## src/rtl/abstract_cmd_ctrl.sv

```systemverilog
// abstract_cmd_ctrl: sequencing controller for Debug Module abstract commands.
// Accepts a DMI command word, validates it, runs the register-access handshake
// and optionally the program-buffer execution handshake, and owns
// abstractcs.busy plus the sticky abstractcs.cmderr field (W1C).
// Optional feature macro: ABSTRACT_CMD_TIMEOUT_EN (per-state watchdog that
// aborts XFER/EXEC after TimeoutCycles cycles with cmderr = 7).
module abstract_cmd_ctrl #(
    parameter int TimeoutCycles = 1024
) (
    input  logic        clk_i,
    input  logic        rst_i,
    input  logic        cmd_valid_i,
    input  logic [31:0] cmd_i,
    input  logic        unsupported_i,
    input  logic        hart_halted_i,
    input  logic        cmderr_clr_valid_i,
    input  logic [2:0]  cmderr_clr_i,
    output logic        busy_o,
    output logic [2:0]  cmderr_o,
    output logic        acc_req_o,
    output logic        acc_write_o,
    output logic [15:0] acc_regno_o,
    output logic [2:0]  acc_size_o,
    input  logic        acc_ack_i,
    input  logic        acc_err_i,
    output logic        exec_req_o,
    input  logic        exec_done_i,
    input  logic        exec_exception_i
);

    typedef enum logic [1:0] {
        ST_IDLE = 2'd0,
        ST_XFER = 2'd1,
        ST_EXEC = 2'd2,
        ST_DONE = 2'd3
    } state_e;

    // cmderr encodings
    localparam logic [2:0] ERR_NONE  = 3'd0;
    localparam logic [2:0] ERR_BUSY  = 3'd1;
    localparam logic [2:0] ERR_NOSUP = 3'd2;
    localparam logic [2:0] ERR_EXC   = 3'd3;
    localparam logic [2:0] ERR_HALT  = 3'd4;
`ifdef ABSTRACT_CMD_TIMEOUT_EN
    localparam logic [2:0] ERR_TMO   = 3'd7;
    localparam int         TmoW      = $clog2(TimeoutCycles + 1);
`endif

    state_e      state_q, state_d;
    logic        busy_q, busy_d;
    logic [2:0]  cmderr_q, cmderr_d;
    logic        acc_req_q, acc_req_d;
    logic        exec_req_q, exec_req_d;
    logic        acc_write_q, acc_write_d;
    logic [15:0] acc_regno_q, acc_regno_d;
    logic [2:0]  acc_size_q, acc_size_d;
    logic        postexec_q, postexec_d;
    logic        err_set_s;
    logic [2:0]  err_code_s;
    logic        tmo_expired_s;

`ifdef ABSTRACT_CMD_TIMEOUT_EN
    logic [TmoW-1:0] tmo_cnt_q, tmo_cnt_d;

    // Watchdog: flags the last permitted cycle of XFER/EXEC, restarts on state entry
    always_comb begin
        tmo_expired_s = (tmo_cnt_q == TmoW'(TimeoutCycles - 1));
        if ((state_d != state_q) || ((state_d != ST_XFER) && (state_d != ST_EXEC))) begin
            tmo_cnt_d = '0;
        end else begin
            tmo_cnt_d = tmo_cnt_q + TmoW'(1);
        end
    end
`else
    // Without the watchdog the controller waits indefinitely for ack/done
    always_comb begin
        tmo_expired_s = 1'b0;
    end
`endif

    // Next-state, error-source selection and latched command fields
    always_comb begin
        state_d     = state_q;
        acc_write_d = acc_write_q;
        acc_regno_d = acc_regno_q;
        acc_size_d  = acc_size_q;
        postexec_d  = postexec_q;
        err_set_s   = 1'b0;
        err_code_s  = ERR_NONE;

        case (state_q)
            ST_IDLE: begin
                if (cmd_valid_i && (cmderr_q == ERR_NONE)) begin
                    if (unsupported_i) begin
                        err_set_s  = 1'b1;
                        err_code_s = ERR_NOSUP;
                    end else if (!hart_halted_i) begin
                        err_set_s  = 1'b1;
                        err_code_s = ERR_HALT;
                    end else begin
                        acc_write_d = cmd_i[16];
                        acc_regno_d = cmd_i[15:0];
                        acc_size_d  = cmd_i[22:20];
                        postexec_d  = cmd_i[18];
                        if (cmd_i[17]) begin
                            state_d = ST_XFER;
                        end else if (cmd_i[18]) begin
                            state_d = ST_EXEC;
                        end else begin
                            state_d = ST_DONE;
                        end
                    end
                end else begin
                    state_d = ST_IDLE;
                end
            end
            ST_XFER: begin
                // A response in the expiry cycle takes precedence over the timeout
                if (acc_ack_i) begin
                    if (acc_err_i) begin
                        err_set_s  = 1'b1;
                        err_code_s = ERR_EXC;
                        state_d    = ST_DONE;
                    end else if (postexec_q) begin
                        state_d = ST_EXEC;
                    end else begin
                        state_d = ST_DONE;
                    end
                end else if (tmo_expired_s) begin
`ifdef ABSTRACT_CMD_TIMEOUT_EN
                    err_set_s  = 1'b1;
                    err_code_s = ERR_TMO;
`endif
                    state_d    = ST_DONE;
                end else begin
                    state_d = ST_XFER;
                end
            end
            ST_EXEC: begin
                if (exec_done_i) begin
                    if (exec_exception_i) begin
                        err_set_s  = 1'b1;
                        err_code_s = ERR_EXC;
                    end else begin
                        err_set_s = 1'b0;
                    end
                    state_d = ST_DONE;
                end else if (tmo_expired_s) begin
`ifdef ABSTRACT_CMD_TIMEOUT_EN
                    err_set_s  = 1'b1;
                    err_code_s = ERR_TMO;
`endif
                    state_d    = ST_DONE;
                end else begin
                    state_d = ST_EXEC;
                end
            end
            ST_DONE: begin
                state_d = ST_IDLE;
            end
            default: begin
                state_d = ST_IDLE;
            end
        endcase

        // A command arriving mid-sequence is dropped and reported as busy,
        // unless the in-flight sequence already raised its own error this cycle
        if (cmd_valid_i && (state_q != ST_IDLE) && !err_set_s) begin
            err_set_s  = 1'b1;
            err_code_s = ERR_BUSY;
        end else begin
            err_set_s  = err_set_s;
        end
    end

    // cmderr update: first error wins; an allowed set discards a same-cycle clear
    always_comb begin
        if (err_set_s && (cmderr_q == ERR_NONE)) begin
            cmderr_d = err_code_s;
        end else if (cmderr_clr_valid_i) begin
            cmderr_d = cmderr_q & ~cmderr_clr_i;
        end else begin
            cmderr_d = cmderr_q;
        end
    end

    // Registered status and handshake outputs derived from the next state
    always_comb begin
        busy_d     = (state_d != ST_IDLE);
        acc_req_d  = (state_d == ST_XFER);
        exec_req_d = (state_d == ST_EXEC);
    end

    // State and output registers
    always_ff @(posedge clk_i or posedge rst_i) begin
        if (rst_i) begin
            state_q     <= ST_IDLE;
            busy_q      <= 1'b0;
            cmderr_q    <= 3'd0;
            acc_req_q   <= 1'b0;
            exec_req_q  <= 1'b0;
            acc_write_q <= 1'b0;
            acc_regno_q <= 16'd0;
            acc_size_q  <= 3'd0;
            postexec_q  <= 1'b0;
        end else begin
            state_q     <= state_d;
            busy_q      <= busy_d;
            cmderr_q    <= cmderr_d;
            acc_req_q   <= acc_req_d;
            exec_req_q  <= exec_req_d;
            acc_write_q <= acc_write_d;
            acc_regno_q <= acc_regno_d;
            acc_size_q  <= acc_size_d;
            postexec_q  <= postexec_d;
        end
    end

`ifdef ABSTRACT_CMD_TIMEOUT_EN
    // Watchdog counter register
    always_ff @(posedge clk_i or posedge rst_i) begin
        if (rst_i) begin
            tmo_cnt_q <= '0;
        end else begin
            tmo_cnt_q <= tmo_cnt_d;
        end
    end
`endif

    assign busy_o      = busy_q;
    assign cmderr_o    = cmderr_q;
    assign acc_req_o   = acc_req_q;
    assign exec_req_o  = exec_req_q;
    assign acc_write_o = acc_write_q;
    assign acc_regno_o = acc_regno_q;
    assign acc_size_o  = acc_size_q;

endmodule

```

## config.mk

```make
export PLATFORM = sky130hd
export DESIGN_NAME = abstract_cmd_ctrl
export DESIGN_NICKNAME = d
export VERILOG_FILES = /design/src/rtl/abstract_cmd_ctrl.sv
export SDC_FILE = /design/constraint.sdc
export NUM_CORES = 1
export LEC_CHECK = 0
export CORE_ASPECT_RATIO = 0.75
export CORE_MARGIN = 1
export CORE_UTILIZATION = 60
export DETAILED_ROUTE_END_ITERATION = 10
export DONT_BUFFER_PORTS = 1
export GPL_TIMING_DRIVEN = 1
export PLACE_DENSITY = 0.75
export REMOVE_ABC_BUFFERS = 1
export SLEW_MARGIN = 20
export SYNTH_ARGS = -nofsm -noshare
export SYNTH_HDL_FRONTEND = slang
export SYNTH_SLANG_ARGS = --single-unit
```

## constraint.sdc

```tcl
create_clock -name clk_i -period 4.85 [get_ports clk_i]
set_input_delay 0.2425 -clock clk_i [delete_from_list [all_inputs] [get_ports clk_i]]
set_output_delay 0.2425 -clock clk_i [all_outputs]
set_load 0.02 [all_outputs]
```

==> metrics.txt, run 1 <==
status=finished, violations left; failing checks=DRC; antenna-violating nets left=0; met2 usage=34.4%; share of cells above drive strength 1=34.3%; drt wl/cell=18.8 um; cell area after synthesis=0.00139 mm^2; crit-path max FO=22; most common flop cell mapped by yosys=dfrtp_1; Setup Buffers After CTS=0; Crit Path Class=flip-flop to flip-flop; placed instance count=114; Syn Inst Count=93; critical path required time=5.04 ns; Die Ht=43.7 um; Vias per Instance=6.28; PwrDens=712 mW/mm^2; initial antenna violation count=0; Yosys reg bits=29; dominant cell by count in the synthesized netlist=dfrtp_1; largest net degree at the start of global routing=30; reg2reg path depth=4; nets=143; Setup-failing EPs final=0; IO buf count=0; met1 usage=23.5%; Root Buffer=clkbuf_4; clock buffer depth=2; Buf+Inv Stages, Crit Path=1; vias in the first global route=795; Tcrit/Tclk final=39.8%; I/O Pins=71; Die ar.=0.00251 mm^2; Critical R2R Capture=acc_regno_o[15]; Ys Warns=0; routed via count=773; CTS tree=yes; Clock Latency Late Sink=0.31 ns; CTS resizes=0; Detailed Routing Iterations Pass 1=7; Distinct cells, synth=30; met3 GRT Util=10.1%; register area share after synthesis=52.3%; chip width=57.6 um; Worst Hold Slack=0.0369 ns; Fin Setup TNS=0 ns; delay-heaviest family, CP=simple AND/OR/NAND/NOR gates; n_diodes=0; final hold vios=0; Worst VDD drop=0.482 mV; Slew HR=37.4%; Post-route DRC=4; slowest stage cell, crit path=dfrtp_1; FFs w/ async S/R, synth=100%; TritonCTS buffer count=5; hold path depth=1; Arr. time, crit path=2.12 ns; Startpoint Class=flip-flop; Post-CTS Hold Buffers=0; Starting DRT DRC Count=26; area leader, netlist=dfrtp_1; maxcap violations=0; Area Overhead vs Synth=3.51%; Total GRT Usage=20.3%; Slew Viols, Final=0; worst path cell trace=nor4b_4 -> and3_1 -> buf_4 -> mux2_2; Hold EP=state_q[1]; Initial Util=66.6%; clock skew=0.0114 ns; HP Class=input port to flip-flop; final WL=2310 um; Sink Count=29; Tmin final=1.93 ns; hold wc startpoint=cmd_i[17]; Core Region=0.00208 mm^2; global-route wire length before repair=3640 um; HPWL after detailed placement=1660 um; RSZ-0062 raised after global routing=no; top cells by count, synth=dfrtp_1, mux2_4, nand2_1; EDFF count, synth=0; number of cell rows=14; Post-Layout Cell Count=123; Reg clk slew, reported paths=0.09 ns; worst slew pin tran=0.933 ns; endpoint class of the critical path=flip-flop; Most Crowded Layer GR=met2; leak pwr=0.000678 uW; Pwr Total=1020 uW; FMAX=518 MHz; top-area cell type share of the netlist area=52.3%; top cells by area, synth=dfrtp_1, mux2_4, buf_12; worst reg2reg path startpoint=cmderr_o[2]; Worst R2R Setup Slack=2.92 ns; GR Overflow Total=0; CP peak stage delay=0.50 ns; htree depth=2; Filler cells=155; GP Congestion=0.792; Synth Area per Inst=14.9 um^2
placed cells by master (no fill, tap or decap), drive strengths merged:
master and instances:
a211oi 1, a22oi 1, a31oi 1, and2b 1, and3 1, and3b 1
and4b 3, buf 1, bufinv 1, clkbuf 7, clkinv 1, dfrtp 29
dlygate4sd3 1, inv 3, mux2 22, mux2i 1, nand2 7, nand3 4
nand3b 1, nand4 1, nor2 1, nor2b 1, nor3 1, nor4b 1
o2111ai 1, o211a 1, o21a 1, o21ai 2, o221ai 1, o31ai 1
state kept, by name (all words and copies together), names as in the netlist:
signal / cells
acc_size_o: 3
acc_write_o: 1
acc_req_o: 1
acc_regno_o: 16
cmderr_o: 3
postexec_q: 1
busy_o: 1
exec_req_o: 1
state_q: 2
how the worst max path moves through the flow:
stage                      from               to  slack (ns)  cells past startpoint
detailed placement  cmderr_o[2]  acc_regno_o[15]        2.94                      4
global route        cmderr_o[2]      acc_write_o        2.82                      4
global placement    cmderr_o[2]      acc_write_o        2.96                      4
finish              cmderr_o[2]  acc_regno_o[15]        2.92                      4
floorplan           cmderr_o[2]  acc_regno_o[15]        2.60                      3
CTS                 cmderr_o[2]      acc_write_o        2.93                      4
metal layers:
layer	wire [um]	share of wire [%]
met5	0	0
met4	13	0.56
met3	176	7.6
met2	1140	49
met1	980	42
per-stage QoR:
step,cell area [um^2],setup slack (ns),utilization [%]
finish,1440,2.92,69.0
global route,1440,2.82,69.0
CTS,1430,2.93,68.5
detailed placement,1340,2.94,64.4
global placement,1340,2.96,64.4
floorplan,1310,2.60,-
cell families after synthesis:
logic type,count (synthesis),share of synthesized area (%)
and+or+nand+nor,23,11.6
buffers and inverters,8,7.12
DFF,29,52.3
AOI/OAI and AO/OA,10,5.32
muxes,23,23.7
report_power, final:
group	switching, uW	internal [uW]	leakage, uW	total, uW
Clock	76.8	123	0.0000455	200
Combinational	84.9	158	0.000273	243
Sequential	227	353	0.000359	580
Total	389	634	0.000678	1020
final cells by class:
class                      instances  area (um^2)  share of cell area, %
multi-input combinational         56          564                   39.3
sequential                        29          726                   50.5
clock buffer                       7         55.1                   3.83
inverter                           4         15.0                   1.04
tap                               24         30.0                   2.09
timing repair buffer               2         17.5                   1.22
clock inverter                     1         30.0                   2.09
No activity file was read; power rests on OpenSTA's default activity.
==> inputs of run 2 (changes only) <==
--- a/config.mk
+++ b/config.mk
@@ -7,11 +7,11 @@
 export LEC_CHECK = 0
 export CORE_ASPECT_RATIO = 0.75
 export CORE_MARGIN = 1
-export CORE_UTILIZATION = 60
+export CORE_UTILIZATION = 55
 export DETAILED_ROUTE_END_ITERATION = 10
 export DONT_BUFFER_PORTS = 1
 export GPL_TIMING_DRIVEN = 1
-export PLACE_DENSITY = 0.75
+export PLACE_DENSITY = 0.72
 export REMOVE_ABC_BUFFERS = 1
 export SLEW_MARGIN = 20
 export SYNTH_ARGS = -nofsm -noshare
==> constraint.sdc (replaced) <==
create_clock -name clk_i -period 1.65 [get_ports clk_i]
set_input_delay 0.0825 -clock clk_i [delete_from_list [all_inputs] [get_ports clk_i]]
set_output_delay 0.0825 -clock clk_i [all_outputs]
set_load 0.02 [all_outputs]
==> metrics.txt, run 2 (same netlist as run 1, synthesis figures left out) <==
number of flip-flops in the largest register=16 (unchanged); Final WS setup=0.0637 ns (-2.86 ns); clock buffer depth=2 (unchanged); HP Class=input port to flip-flop; number of cell rows=15 (+1); Starting DRT DRC Count=39 (+50%); endpoint class of the critical path=flip-flop; Buf+Inv Stages, Crit Path=1 (unchanged); Worst VDD drop=0.792 mV (+64%); critical path required time=1.87 ns (-3.17 ns); Die ar.=0.00273 mm^2 (+8.7%); Setup-failing EPs final=0 (unchanged); routed via count=974 (+26%); Crit Path Class=flip-flop to flip-flop; nets=183 (+28%); PwrDens=1710 mW/mm^2 (+140%); htree depth=2 (unchanged); Int Power=1900 uW (+200%); worst slew pin tran=0.383 ns (-0.550 ns); TritonCTS buffer count=5 (unchanged); final hold vios=0 (unchanged); most common cell after layout, fill and taps aside=dlygate4sd3_1; Sw Ratio=39.3% (+1.3 points); Post-Route M1 WL=1360 um (+38%); global-route wire length before repair=4760 um (+31%); Worst Hold Slack=0.0340 ns (-0.00298 ns); leak pwr=0.000850 uW (+25%); most frequent cells in the layout=dlygate4sd3_1, dfrtp_1, mux2_4, buf_4, nand2_1; status=finished clean; NetSw=1230 uW (+220%); vias in the first global route=1007 (+27%); Reg clk slew, reported paths=0.09 ns (about the same); Startpoint Class=flip-flop; final WL=3120 um (+35%); Core Region=0.00235 mm^2 (+13%); Slew Viols, Final=0 (unchanged); delay-heaviest family, CP=simple AND/OR/NAND/NOR gates; IO buf count=0 (unchanged); HPWL after detailed placement=1790 um (+7.7%); GR Overflow Total=0 (unchanged); RSZ-0062 raised after global routing=no; combinational share of power=32.4% (+8.7 points); GP Congestion=0.715 (-9.7%); Slew HR=74.3% (+37 points); largest net degree at the start of global routing=27 (-10%); Area Overhead vs Synth=32.1%; Post-route DRC=0 (-4); Tmin final=1.59 ns (-0.345 ns); Clock Latency Late Sink=0.33 ns (+0.02 ns); Arr. time, crit path=1.81 ns (-0.31 ns); n_diodes=0 (unchanged); Post-Layout Cell Count=173 (+41%); placed instance count=133 (+17%); Vias per Instance=5.63 (-10%); drt wl/cell=18.0 um (-4.0%); share of power burned in the clock network=15.8% (-3.7 points); Die Ht=45.5 um (+4.2%); slowest stage cell, crit path=dfrtp_1; initial antenna violation count=0 (unchanged); antenna-violating nets left=0 (unchanged); Pwr Total=3130 uW (+210%); met2 wire length=1500 um (+32%); highest metal used=met4; part of the power in registers=51.8% (-4.9 points); Detailed Routing Iterations Pass 1=4 (-3); Root Buffer=clkbuf_4; FMAX=630 MHz (+22%); maxcap violations=0 (unchanged); Tcrit/Tclk final=96.1% (+56 points); clock skew=0.0105 ns (-0.000887 ns); chip width=60.0 um (+4.3%); worst path cell trace=nor4b_4 -> and3_4 -> buf_12 -> mux2_2; cell area after placement=0.00144 mm^2 (+6.9%); share of cells above drive strength 1=32.4% (-2.0 points); crit-path max FO=14 (-36%); Sink Count=29 (unchanged); CP peak stage delay=0.42 ns (-0.08 ns); CTS tree=yes; post-route cell area=0.00183 mm^2 (+28%); Initial Util=59.2% (-7.4 points); I/O Pins=71 (unchanged); DP Worst Slack=0.0218 ns (-2.92 ns); met3 wire len=236 um (+34%); Total GRT Usage=25.4% (+5.1 points)
==> run 2: final timing paths <==
check	startpoint	to	slack [ns]	depth (start not counted)
hold / removal	cmd_i[18]	state_q[0]	0.03	3
setup reg to reg	cmderr_o[2]	acc_regno_o[15]	0.06	4
min in group asynchronous	rst_i	cmderr_o[0]	0.09	2
setup / recovery	cmderr_o[2]	acc_regno_o[15]	0.06	4
hold reg to reg	postexec_q	postexec_q	0.52	1
max in group asynchronous	rst_i	acc_req_o	1.01	3
==> run 2: cell type report <==
type,instances,area [um^2]
clock inverters,1,5.00
well taps,34,42.5
fillers,141,512
repair buffers,42,412
flip-flops and latches,29,726
inverters,4,15.0
multi-input cells,56,569
clock buffers,7,65.1
==> run 2: per-layer routing <==
layer | vias to the layer above | global-route usage [%]
li1 | 425 | -
met2 | 48 | 41.1
met3 | 4 | 10.5
met1 | 497 | 31.5
met5 | - | 0
met4 | 0 | 7.44
==> run 2: metrics by stage <==
| stage | utilization (%) | TNS, ns |
|---|---|---|
| CTS | 78.0 | 0 |
| global placement | 61.2 | 0 |
| floorplan | - | -11.82 |
| detailed placement | 61.2 | 0 |
| finish | 78.2 | 0 |
| global route | 78.2 | 0 |
==> run 2: tightest hold or removal path: stages <==
cell and delay (ns):
inv_1 0.04, o2111ai_1 0.12, nand2_1 0.09
==> run 2: repair_timing <==
| item | in CTS | in global routing |
|---|---|---|
| buffers inserted | 0 | 0 |
| pin swaps | 0 | 0 |
| resized for setup | 1 | 1 |
| hold buffers | 32 | 0 |
| cloned | 0 | 0 |
| endpoints found under the setup margin | 1 | 6 |
| hold endpoints to repair | 55 | 0 |
==> run 2: power by group through the flow <==
| stage | logic [uW] | registers, uW | clock network (uW) |
|---|---|---|---|
| after floorplan | 624 | 1640 | 0 |
| after global placement | 898 | 1620 | 0 |
| after detailed placement | 912 | 1630 | 0 |
| after CTS | 985 | 1620 | 503 |
| after global routing | 1090 | 1660 | 541 |
| final | 1020 | 1620 | 495 |
